<file path="config.mk">
export PLATFORM = sky130hd
export DESIGN_NAME = chebyshev_eval_flat
export DESIGN_NICKNAME = d
export VERILOG_FILES = /design/src/rtl/chebyshev_eval_if.sv /design/src/rtl/chebyshev_eval.sv /design/src/flat_wrapper.sv
export SDC_FILE = /design/constraint.sdc
export NUM_CORES = 1
export LEC_CHECK = 0
export ABC_AREA = 1
export BUFFER_PORTS_ARGS = -buffer_cell sky130_fd_sc_hd__buf_2
export CORE_MARGIN = 5
export CORE_UTILIZATION = 30
export DETAILED_ROUTE_END_ITERATION = 6
export PLACE_DENSITY = 0.4
export RECOVER_POWER = 25
export SLEW_MARGIN = 20
export SYNTH_ARGS = -nofsm -noshare
export SYNTH_HDL_FRONTEND = slang
export SYNTH_SLANG_ARGS = --single-unit
</file>
<file path="constraint.sdc">
create_clock -name clk -period 9.95 [get_ports clk]
set_clock_uncertainty 0.15 [all_clocks]
set_input_delay 0 -clock clk [delete_from_list [all_inputs] [get_ports clk]]
set_output_delay 0 -clock clk [all_outputs]
set_load 0.02 [all_outputs]
</file>
<file path="src/rtl/chebyshev_eval_if.sv">
// Handshake/bus bundle for chebyshev_eval.
//  slave  : the evaluator (receives y/shift/lr and coefficient writes, presents results)
//  master : the producer/consumer side driving inputs and out_ready
// Signals:
//  in_valid/in_ready/in_y/in_shift/in_lr     : mantissa input handshake
//  coef_we/coef_addr/coef_wdata              : coefficient table write port
//  out_valid/out_ready/out_result/out_shift/
//  out_lr/out_zero/out_sat                   : result handshake
interface chebyshev_eval_if #(
  parameter int COEF_W = 18
);
  logic              in_valid;
  logic              in_ready;
  logic [17:0]       in_y;
  logic [3:0]        in_shift;
  logic              in_lr;
  logic              coef_we;
  logic [3:0]        coef_addr;
  logic [COEF_W-1:0] coef_wdata;
  logic              out_valid;
  logic              out_ready;
  logic [COEF_W-1:0] out_result;
  logic [3:0]        out_shift;
  logic              out_lr;
  logic              out_zero;
  logic              out_sat;

  modport slave (
    input  in_valid, in_y, in_shift, in_lr, coef_we, coef_addr, coef_wdata, out_ready,
    output in_ready, out_valid, out_result, out_shift, out_lr, out_zero, out_sat
  );

  modport master (
    output in_valid, in_y, in_shift, in_lr, coef_we, coef_addr, coef_wdata, out_ready,
    input  in_ready, out_valid, out_result, out_shift, out_lr, out_zero, out_sat
  );
endinterface

</file>
<file path="src/rtl/chebyshev_eval.sv">
// Chebyshev series evaluator fed by the normalizer.
// Maps mantissa y in [0.5,1) (Q6.12, leading one at bit 11) to u = 4y-3 in [-1,1)
// and evaluates f(u) = sum c_k*T_k(u) with the Clenshaw recurrence, one
// coefficient per clock on a single multiplier. Shift/LR pass through for the
// downstream denormalize stage.
// Ports:
//  clk  : rising-edge clock
//  rst  : synchronous active-high reset (aborts evaluation, clears coefficients)
//  bus  : chebyshev_eval_if.slave (input handshake, coefficient writes, result handshake)
module chebyshev_eval #(
  parameter int NCOEF  = 8,
  parameter int COEF_W = 18,
  parameter int ACC_W  = 24
) (
  input logic               clk,
  input logic               rst,
  chebyshev_eval_if.slave   bus
);

  localparam int KW = $clog2(NCOEF);
  localparam int PW = ACC_W + 14;
  localparam int SW = ACC_W + 16;

  typedef enum logic [1:0] {S_IDLE, S_ITER, S_FINAL, S_DONE} state_t;

  state_t                    r_state, w_next;
  logic signed [COEF_W-1:0]  r_coef [NCOEF];
  logic signed [13:0]        r_u;
  logic signed [ACC_W-1:0]   r_b1, r_b2;
  logic [3:0]                r_k;
  logic [3:0]                r_shift;
  logic                      r_lr, r_zero, r_sat, r_out_valid;
  logic [COEF_W-1:0]         r_result;

  logic                      w_accept;
  logic                      w_coef_wr;
  logic [11:0]               w_diff;
  logic signed [13:0]        w_u;
  logic signed [PW-1:0]      w_prod;
  logic signed [PW:0]        w_prod2;
  logic signed [SW-1:0]      w_term, w_sum;
  logic [SW-ACC_W:0]         w_hi_acc;
  logic [SW-COEF_W:0]        w_hi_res;
  logic                      w_ovf_acc, w_ovf_res;
  logic [ACC_W-1:0]          w_bsat;
  logic [COEF_W-1:0]         w_rsat;
  logic                      w_unused_y;

  assign w_accept  = bus.in_valid && (r_state == S_IDLE);
  assign w_coef_wr = bus.coef_we && ((r_state == S_IDLE) || (r_state == S_DONE)) &&
                     ({1'b0, bus.coef_addr} < 5'(NCOEF));

  // u = 4*y - 3 in Q1.12: (y[11:0] - 0.75) scaled by 4
  assign w_diff     = bus.in_y[11:0] - 12'hC00;
  assign w_u        = {w_diff, 2'b00};
  assign w_unused_y = ^bus.in_y[17:12];

  assign w_prod  = PW'(r_u) * PW'(r_b1);
  assign w_prod2 = $signed({w_prod, 1'b0});
  assign w_term  = (r_state == S_ITER) ? SW'(w_prod2 >>> 12) : SW'(w_prod >>> 12);
  // r_k is 0 in FINAL, so the same read port supplies c0 there
  assign w_sum   = SW'(r_coef[r_k[KW-1:0]]) + w_term - SW'(r_b2);

  // Overflow when the bits above the target sign bit disagree
  assign w_hi_acc  = w_sum[SW-1:ACC_W-1];
  assign w_hi_res  = w_sum[SW-1:COEF_W-1];
  assign w_ovf_acc = !((&w_hi_acc) || !(|w_hi_acc));
  assign w_ovf_res = !((&w_hi_res) || !(|w_hi_res));
  assign w_bsat    = w_ovf_acc ? {w_sum[SW-1], {(ACC_W-1){~w_sum[SW-1]}}}  : w_sum[ACC_W-1:0];
  assign w_rsat    = w_ovf_res ? {w_sum[SW-1], {(COEF_W-1){~w_sum[SW-1]}}} : w_sum[COEF_W-1:0];

  always_ff @(posedge clk) begin
    if (rst) r_state <= S_IDLE;
    else     r_state <= w_next;
  end

  always_comb begin
    w_next = r_state;
    case (r_state)
      S_IDLE:  if (bus.in_valid) w_next = bus.in_y[11] ? S_ITER : S_DONE;
      S_ITER:  if (r_k == 4'd1) w_next = S_FINAL;
      S_FINAL: w_next = S_DONE;
      S_DONE:  if (r_out_valid && bus.out_ready) w_next = S_IDLE;
      default: w_next = S_IDLE;
    endcase
  end

  always_ff @(posedge clk) begin
    if (rst) begin
      for (int unsigned i = 0; i < NCOEF; i++) r_coef[i] <= '0;
      r_u         <= '0;
      r_b1        <= '0;
      r_b2        <= '0;
      r_k         <= '0;
      r_shift     <= '0;
      r_lr        <= 1'b0;
      r_zero      <= 1'b0;
      r_sat       <= 1'b0;
      r_out_valid <= 1'b0;
      r_result    <= '0;
    end else begin
      // A write in the accept cycle lands before ITER first reads the table,
      // so the new coefficient is the one used.
      if (w_coef_wr) r_coef[bus.coef_addr[KW-1:0]] <= bus.coef_wdata;
      case (r_state)
        S_IDLE: begin
          if (w_accept) begin
            r_shift  <= bus.in_shift;
            r_lr     <= bus.in_lr;
            r_zero   <= ~bus.in_y[11];
            r_u      <= w_u;
            r_b1     <= '0;
            r_b2     <= '0;
            r_k      <= 4'(NCOEF - 1);
            r_sat    <= 1'b0;
            r_result <= '0;
          end
        end
        S_ITER: begin
          r_b2 <= r_b1;
          r_b1 <= w_bsat;
          r_k  <= r_k - 4'd1;
          if (w_ovf_acc) r_sat <= 1'b1;
        end
        S_FINAL: begin
          r_result <= w_rsat;
          if (w_ovf_res) r_sat <= 1'b1;
        end
        S_DONE: begin
          if (!r_out_valid)        r_out_valid <= 1'b1;
          else if (bus.out_ready)  r_out_valid <= 1'b0;
        end
        default: ;
      endcase
    end
  end

  assign bus.in_ready   = (r_state == S_IDLE);
  assign bus.out_valid  = r_out_valid;
  assign bus.out_result = r_result;
  assign bus.out_shift  = r_shift;
  assign bus.out_lr     = r_lr;
  assign bus.out_zero   = r_zero;
  assign bus.out_sat    = r_sat;

endmodule

</file>
<file path="src/flat_wrapper.sv">
// flat-port wrapper written by rule: the top's interface ports become plain ports
module chebyshev_eval_flat 
#(
  parameter int NCOEF  = 8,
  parameter int COEF_W = 18,
  parameter int ACC_W  = 24
)
  (clk, rst, bus_in_valid, bus_in_y, bus_in_shift, bus_in_lr, bus_coef_we, bus_coef_addr, bus_coef_wdata, bus_out_ready, bus_in_ready, bus_out_valid, bus_out_result, bus_out_shift, bus_out_lr, bus_out_zero, bus_out_sat);
  chebyshev_eval_if #(.COEF_W(COEF_W)) bus_i ();
  input logic clk;
  input logic rst;
  input wire logic [$bits(bus_i.in_valid)-1:0] bus_in_valid;
  input wire logic [$bits(bus_i.in_y)-1:0] bus_in_y;
  input wire logic [$bits(bus_i.in_shift)-1:0] bus_in_shift;
  input wire logic [$bits(bus_i.in_lr)-1:0] bus_in_lr;
  input wire logic [$bits(bus_i.coef_we)-1:0] bus_coef_we;
  input wire logic [$bits(bus_i.coef_addr)-1:0] bus_coef_addr;
  input wire logic [$bits(bus_i.coef_wdata)-1:0] bus_coef_wdata;
  input wire logic [$bits(bus_i.out_ready)-1:0] bus_out_ready;
  output wire logic [$bits(bus_i.in_ready)-1:0] bus_in_ready;
  output wire logic [$bits(bus_i.out_valid)-1:0] bus_out_valid;
  output wire logic [$bits(bus_i.out_result)-1:0] bus_out_result;
  output wire logic [$bits(bus_i.out_shift)-1:0] bus_out_shift;
  output wire logic [$bits(bus_i.out_lr)-1:0] bus_out_lr;
  output wire logic [$bits(bus_i.out_zero)-1:0] bus_out_zero;
  output wire logic [$bits(bus_i.out_sat)-1:0] bus_out_sat;
  assign bus_i.in_valid = bus_in_valid;
  assign bus_i.in_y = bus_in_y;
  assign bus_i.in_shift = bus_in_shift;
  assign bus_i.in_lr = bus_in_lr;
  assign bus_i.coef_we = bus_coef_we;
  assign bus_i.coef_addr = bus_coef_addr;
  assign bus_i.coef_wdata = bus_coef_wdata;
  assign bus_i.out_ready = bus_out_ready;
  assign bus_in_ready = bus_i.in_ready;
  assign bus_out_valid = bus_i.out_valid;
  assign bus_out_result = bus_i.out_result;
  assign bus_out_shift = bus_i.out_shift;
  assign bus_out_lr = bus_i.out_lr;
  assign bus_out_zero = bus_i.out_zero;
  assign bus_out_sat = bus_i.out_sat;
  chebyshev_eval #(.NCOEF(NCOEF), .COEF_W(COEF_W), .ACC_W(ACC_W)) u_core (.clk(clk), .rst(rst), .bus(bus_i));
endmodule
</file>
# Yosys cells after proc, flatten, opt, wreduce, memory -nomap -nowiden
# Memories as Yosys holds them, arrays and structs flattened. A register that Yosys moved wholly into a read port is not among the register bits.
# Index checks and enable logic that the tools add are counted.
# op_classes
n_addsub,4
multipliers,1
order_cmp,1
eq_ne,10
n_mux,31
n_bitwise,2
n_reduce_logical,23
# ops
op,n
$pmux 24 s2,2
$mux 18,3
$mux 24,2
$sub 40x24->40,1
$mul 12x24->36,1
$pmux 18 s2,1
$add 18x27->28,1
$mux 26,1
$reduce_and 23->1,1
$reduce_or 23->1,1
$reduce_or 18->1,1
$reduce_and 17->1,1
$reduce_or 17->1,1
$sub 12x12->12 const B,1
$mux 1,11
$ne 2x2->1 const B,5
$mux 3,3
$mux 2,4
$pmux 2 s4,1
$pmux 4 s2,1
$reduce_and 2->1,3
$eq 2x2->1 const B,2
$eq 4x1->1 const B,1
$logic_and 1x1->1,4
14 further kinds,19
# totals
reg_bits,92
mem_bits_rw,144
output_inout_bits,27
word_cells,84
n_memories,1
# memory_table
name,words,word_bits,rd,rd_ports_with_merged_regs,wr,line_no,text
u_core.r_coef,8,18,1,1,8,chebyshev_eval.sv:27,logic signed [COEF_W-1:0] r_coef [NCOEF];

# Depth between registers and ports, before layout
# depth
depth_word,9
ltp_mapped,58
depth_no_buf,56

# Worst setup path after synthesis
# No wires, ideal clock.
# synth_path
path_kind,register to register
startpoint,reg u_core.r_u[8]
endpoint,reg u_core.r_b1[4]
arrival_ps,8552
required_ps,9668
path_slack_ps,1115
stages_incl_launch_ff,52
synth_period_minus_slack_ps,8835
cell_sequence,dfxtp_1 clkbuf_1 clkbuf_1 nand2_1 fa_1 inv_1 fa_1 fa_1 fa_1 inv_1 fa_1 inv_1 ha_1 inv_1 o21ai_0 a31oi_1 nand3_1 a21oi_1 (+16 left out) ha_1 a21oi_1 inv_1 nor2_1 nand2_1 a21oi_1 nand3_1 nand2_2 nand2_2 nor2_2 nand2_2 nand2_2 nand2_4 inv_4 buf_6 nand2_1 nand2_1 a21oi_1
# synth_between
elab_chain_cells,9
word_cells_on_any_way,11
classes_between,add/sub (2); mul (1); mux (3); bitwise (1); reduce/logical (4)
# synth_rtl
element,line_no,text
"start, declared",chebyshev_eval.sv:28,logic signed [13:0] r_u;
"start signal, assigned",chebyshev_eval.sv:111,r_u <= w_u;
$mul 12x24->36 (*),chebyshev_eval.sv:58,assign w_prod = PW'(r_u) * PW'(r_b1);
$mux 26,chebyshev_eval.sv:60,assign w_term = (r_state == S_ITER) ? SW'(w_prod2 >>> 12) : SW'(w_prod >>> 12);
$add 18x27->28 (*),chebyshev_eval.sv:62,assign w_sum = SW'(r_coef[r_k[KW-1:0]]) + w_term - SW'(r_b2);
$sub 40x24->40 (*),chebyshev_eval.sv:62,
$reduce_or 17->1,chebyshev_eval.sv:67,assign w_ovf_acc = !((&w_hi_acc) || !(|w_hi_acc));
$logic_not 1->1,chebyshev_eval.sv:67,
$logic_or 1x1->1,chebyshev_eval.sv:67,
$mux 24 (*),chebyshev_eval.sv:69,"assign w_bsat = w_ovf_acc ? {w_sum[SW-1], {(ACC_W-1){~w_sum[SW-1]}}} : w_sum[ACC_W-1:0];"
$pmux 24 s2 (*),chebyshev_eval.sv:105,case (r_state)
"end signal, assigned",chebyshev_eval.sv:121,r_b1 <= w_bsat;
"end, declared",chebyshev_eval.sv:29,"logic signed [ACC_W-1:0] r_b1, r_b2;"
# Mark *: on every way between the ends. The rest lies on a longest branch, timed or not.
# A chain may end at the register's enable or synchronous reset.

# Worst setup path in the final report
# layout_path
startpoint,reg u_core.r_b1[11]
endpoint,reg u_core.r_result[6] (netlist: u_core.bus.out_result[6])
# layout_between
elab_chain_cells,9
word_cells_on_any_way,11
classes_between,add/sub (2); mul (1); mux (3); bitwise (1); reduce/logical (4)
# layout_rtl
element,line_no,text
$mul 12x24->36 (*),chebyshev_eval.sv:58,
$mux 26,chebyshev_eval.sv:60,
$add 18x27->28 (*),chebyshev_eval.sv:62,
$sub 40x24->40 (*),chebyshev_eval.sv:62,
$reduce_or 23->1,chebyshev_eval.sv:68,assign w_ovf_res = !((&w_hi_res) || !(|w_hi_res));
$logic_not 1->1,chebyshev_eval.sv:68,
$logic_or 1x1->1,chebyshev_eval.sv:68,
$mux 18 (*),chebyshev_eval.sv:70,"assign w_rsat = w_ovf_res ? {w_sum[SW-1], {(COEF_W-1){~w_sum[SW-1]}}} : w_sum[COEF_W-1:0];"
$pmux 18 s2 (*),chebyshev_eval.sv:105,
"end signal, assigned",chebyshev_eval.sv:126,r_result <= w_rsat;
"end, declared",chebyshev_eval.sv:33,logic [COEF_W-1:0] r_result;
# Marked as above.

==> impl_summary.txt <==
----------------------------------------------------
[Final layout]
  Fin nets ... 3,836
  # diodes ... 0
  Area growth from synthesis to layout ... 19.7%
  Sequential cell area ... 6240 um2
  Area of the multi-input gates ... 15,300 um2
  Total of fill cells in the finished design ... 8,363
  Proportion of layout cells with a drive suffix above 1 ... 12.7%

[Routing]
  Initial DRC Count ... 1,101
  Vias ... 20,700
  Avg WL per Cell ... 17.3 um
  Avg Vias per Cell ... 4.63
  Sum of routed wire length over all layers ... 77,100 um
  Number of remaining DRC errors ... 0
  Antenna violation net count after detailed routing ... 0
  Router iterations before antenna repair ... 5

[Floorplanning]
  Standard-cell row count ... 103
  Vertical die dimension ... 293 um
  Area of the core ... 79,100 um2
  Initial cell density of the core ... 30.3%
  Ports ... 77
  Die area ... 85,700 um2
  Chip width ... 293 um

[Setup path]
  Combined buffer and inverter count along the critical path ... 17
  Family of cells with the greatest summed delay on the critical path ... adder cells
  Kind of launch point of the worst setup path ... register
  CP max stage delay ... 0.54 ns
  Critical path capture point type ... register
  Arrival time of data at the critical path endpoint ... 9.70 ns
  Most used cell along the critical path ... sky130_fd_sc_hd__inv_1
  Crit path required time ... 10.21 ns
  Type of the setup path with the least slack ... register to register
  Largest fanout of any net on the critical path ... 13
  Slowest cell on the critical path ... sky130_fd_sc_hd__fa_1

[Global route]
  Global-route total usage across every layer ... 18.0%
  Maximum number of pins on one net before global-route repair ... 74
  Overflow after GRT ... 0
  Antenna violations before repair ... 1
  First-pass GRT wire length ... 123,000 um
  Number of global-route vias before repair ... 22,000

[STA]
  Fin. Hold Viols ... 0
  Final critical-path share of the clock period ... 94.9%
  Final period demand of the worst path ... 9.44 ns
  Number of slew-limit violations in the final report ... 0
  Final setup violation count ... 0
  Slew at the pin closest to its max-slew limit ... 1.45 ns
  Max Clock Freq ... 106 MHz
  Worst slew margin relative to its limit ... 3.20%
  Fin worst setup slack ... 0.511 ns

[Clock tree]
  H-tree lvl count ... 1
  Max Root-Sink Buffers ... 3
  Clock latency reported for the late side of the worst-skew pair ... 0.62 ns
  Clock edge transition at the registers on the reported setup and hold paths ... 0.06 ns
  Clk root buf ... sky130_fd_sc_hd__clkbuf_16
  Number of CTS-inserted buffers ... 30
  Number of clock sinks ... 239
  Clock tree from TritonCTS ... yes

[Place]
  Sum of net half-perimeters after detailed placement ... 59,500 um
  Pre-CTS setup slack ... -0.0124 ns
  Number of buffers inserted by port buffering ... 70
  RD Place Congestion ... 0.875

[Synth]
  Fraction of synthesis flops using an asynchronous set or reset pin ... 0%
  Cell types occupying the most area after synthesis ... sky130_fd_sc_hd__fa_1 22%, sky130_fd_sc_hd__edfxtp_1 18%, sky130_fd_sc_hd__nand2_1 12%, sky130_fd_sc_hd__inv_1 9.0%, sky130_fd_sc_hd__dfxtp_1 7.9%
  Top cells by instance count after synthesis ... 759 x sky130_fd_sc_hd__nand2_1, 575 x sky130_fd_sc_hd__inv_1, 410 x sky130_fd_sc_hd__nor2_1, 258 x sky130_fd_sc_hd__fa_1, 158 x sky130_fd_sc_hd__a21oi_1
  Number of cells produced by synthesis ... 3,150
  Part of the Yosys area used for sequential elements ... 26.0%
  Number of distinct standard cells referenced by the synthesized netlist ... 50
  EDFF count, synth ... 144
  Top flip-flop cell by instance count after synthesis ... sky130_fd_sc_hd__edfxtp_1
  Most common cell in the netlist ... sky130_fd_sc_hd__nand2_1
  Cell type with the largest total area after synthesis ... sky130_fd_sc_hd__fa_1
  Area share of the largest cell type after synthesis ... 21.5%
  Flop and latch count out of synthesis ... 239
  Mapped Nets ... 3,593
  Post-Synthesis Mean Instance Area ... 7.61 um2
  Post-Syn Area ... 24,000 um2
  Count of yosys warnings during synthesis ... 0

[Min path]
  Worst hold path class ... input pin to register

[Flow run]
  MaxCap Viol Count ... 0

[Run status]
  Run status ... complete, no violations

----------------------------------------------------
==> state kept, by name, summed over array words and instances (netlist names), named ones only <==
name and cells:
u_core.r_k 4, u_core.bus.out_zero 1, u_core.r_b2 24, u_core.bus.out_lr 1, u_core.bus.out_result 18, u_core.bus.out_shift 4
u_core.r_coef 144, u_core.r_b1 24, u_core.bus.out_sat 1, u_core.bus.out_valid 1, u_core.r_state 2, u_core.r_u 12
==> cells by family after synthesis <==
family	Yosys count	synth area share [%]
simple gates	1345	22.8
compound gates	393	8.93
mux	1	0.0417
fa+ha+maj	393	28.6
xor+xnor	65	2.37
buf+inv	714	11.3
flops	239	26.0
==> worst min-delay path, stage by stage <==
cell                            delay, ns
sky130_fd_sc_hd__dlygate4sd3_1       0.52
sky130_fd_sc_hd__buf_2               0.12
sky130_fd_sc_hd__xnor2_1             0.11
sky130_fd_sc_hd__a21oi_1             0.06
==> final timing paths <==
kind              cells after the start  slack (ns)                                    end                         start
hold / removal                        4        0.08            u_core.r_u[13]$_SDFFE_PP0P_                  bus_in_y[10]
hold reg to reg                       2        0.31           u_core.r_b2[11]$_SDFFE_PP0P_  u_core.r_b2[11]$_SDFFE_PP0P_
setup reg to reg                     51        0.51  u_core.bus.out_result[6]$_SDFFE_PP0P_  u_core.r_b1[11]$_SDFFE_PP0P_
setup / recovery                     51        0.51  u_core.bus.out_result[6]$_SDFFE_PP0P_  u_core.r_b1[11]$_SDFFE_PP0P_
==> cell type report <==
| type | instances | area share, % |
|---|---|---|
| Multi-Input combinational cell | 2197 | 53.4 |
| Sequential cell | 239 | 21.7 |
| Timing Repair Buffer | 335 | 9.19 |
| Inverter | 590 | 7.76 |
| Tap cell | 1050 | 4.58 |
| Clock buffer | 42 | 2.91 |
| Clock inverter | 11 | 0.370 |
==> layer usage <==
metal | track usage [%] | vias to the layer above | routed length, um
met2 | 30.3 | 296 | 35600
met1 | 25.5 | 10100 | 37400
met4 | 3.51 | 0 | 1620
met3 | 1.48 | 92 | 2380
li1 | - | 10200 | -
met5 | 0 | - | 0
==> per-stage QoR <==
stage	util [%]	cell area (um2)	cells	hold WS [ns]	TNS (ns)
6_report	36.3	28700	4464	0.0761	0
5_1_grt	36.3	28700	4464	0.0830	-0.0706
4_1_cts	35.9	28400	4461	0.0425	0
3_5_place_dp	33.9	26800	4341	0.0707	-0.0124
3_3_place_gp	33.9	26800	4341	0.0599	-0.00271
2_1_floorplan	-	24000	3150	-0.0600	0
==> cells in the final DEF, fill, tap and decap left out, types with 19 or more instances in the layout <==
cell type and instances:
sky130_fd_sc_hd__clkbuf_1 41, sky130_fd_sc_hd__clkbuf_16 30, sky130_fd_sc_hd__a21oi_1 142, sky130_fd_sc_hd__dfxtp_1 81, sky130_fd_sc_hd__a21oi_2 19, sky130_fd_sc_hd__a31oi_1 26, sky130_fd_sc_hd__inv_1 575, sky130_fd_sc_hd__buf_4 175
sky130_fd_sc_hd__edfxtp_1 144, sky130_fd_sc_hd__nand2_2 23, sky130_fd_sc_hd__buf_2 43, sky130_fd_sc_hd__fa_1 257, sky130_fd_sc_hd__o21ai_0 137, sky130_fd_sc_hd__nand2_1 751, sky130_fd_sc_hd__xnor2_1 32, sky130_fd_sc_hd__xor2_1 31
sky130_fd_sc_hd__nand3_1 78, sky130_fd_sc_hd__o22ai_1 19, sky130_fd_sc_hd__nor2_1 400, sky130_fd_sc_hd__ha_1 132, sky130_fd_sc_hd__dlygate4sd3_1 67
==> repair_timing <==
item	in CTS	in global routing
hold buffers	67	0
gates resized for setup	3	106
buffers inserted	0	3
endpoints found under the hold margin	218	0
endpoints found under the setup margin	12	43
pin swaps	0	16
Power is not shown: default switching activity piles up to over one toggle a cycle in this logic, so the estimate is an artifact.
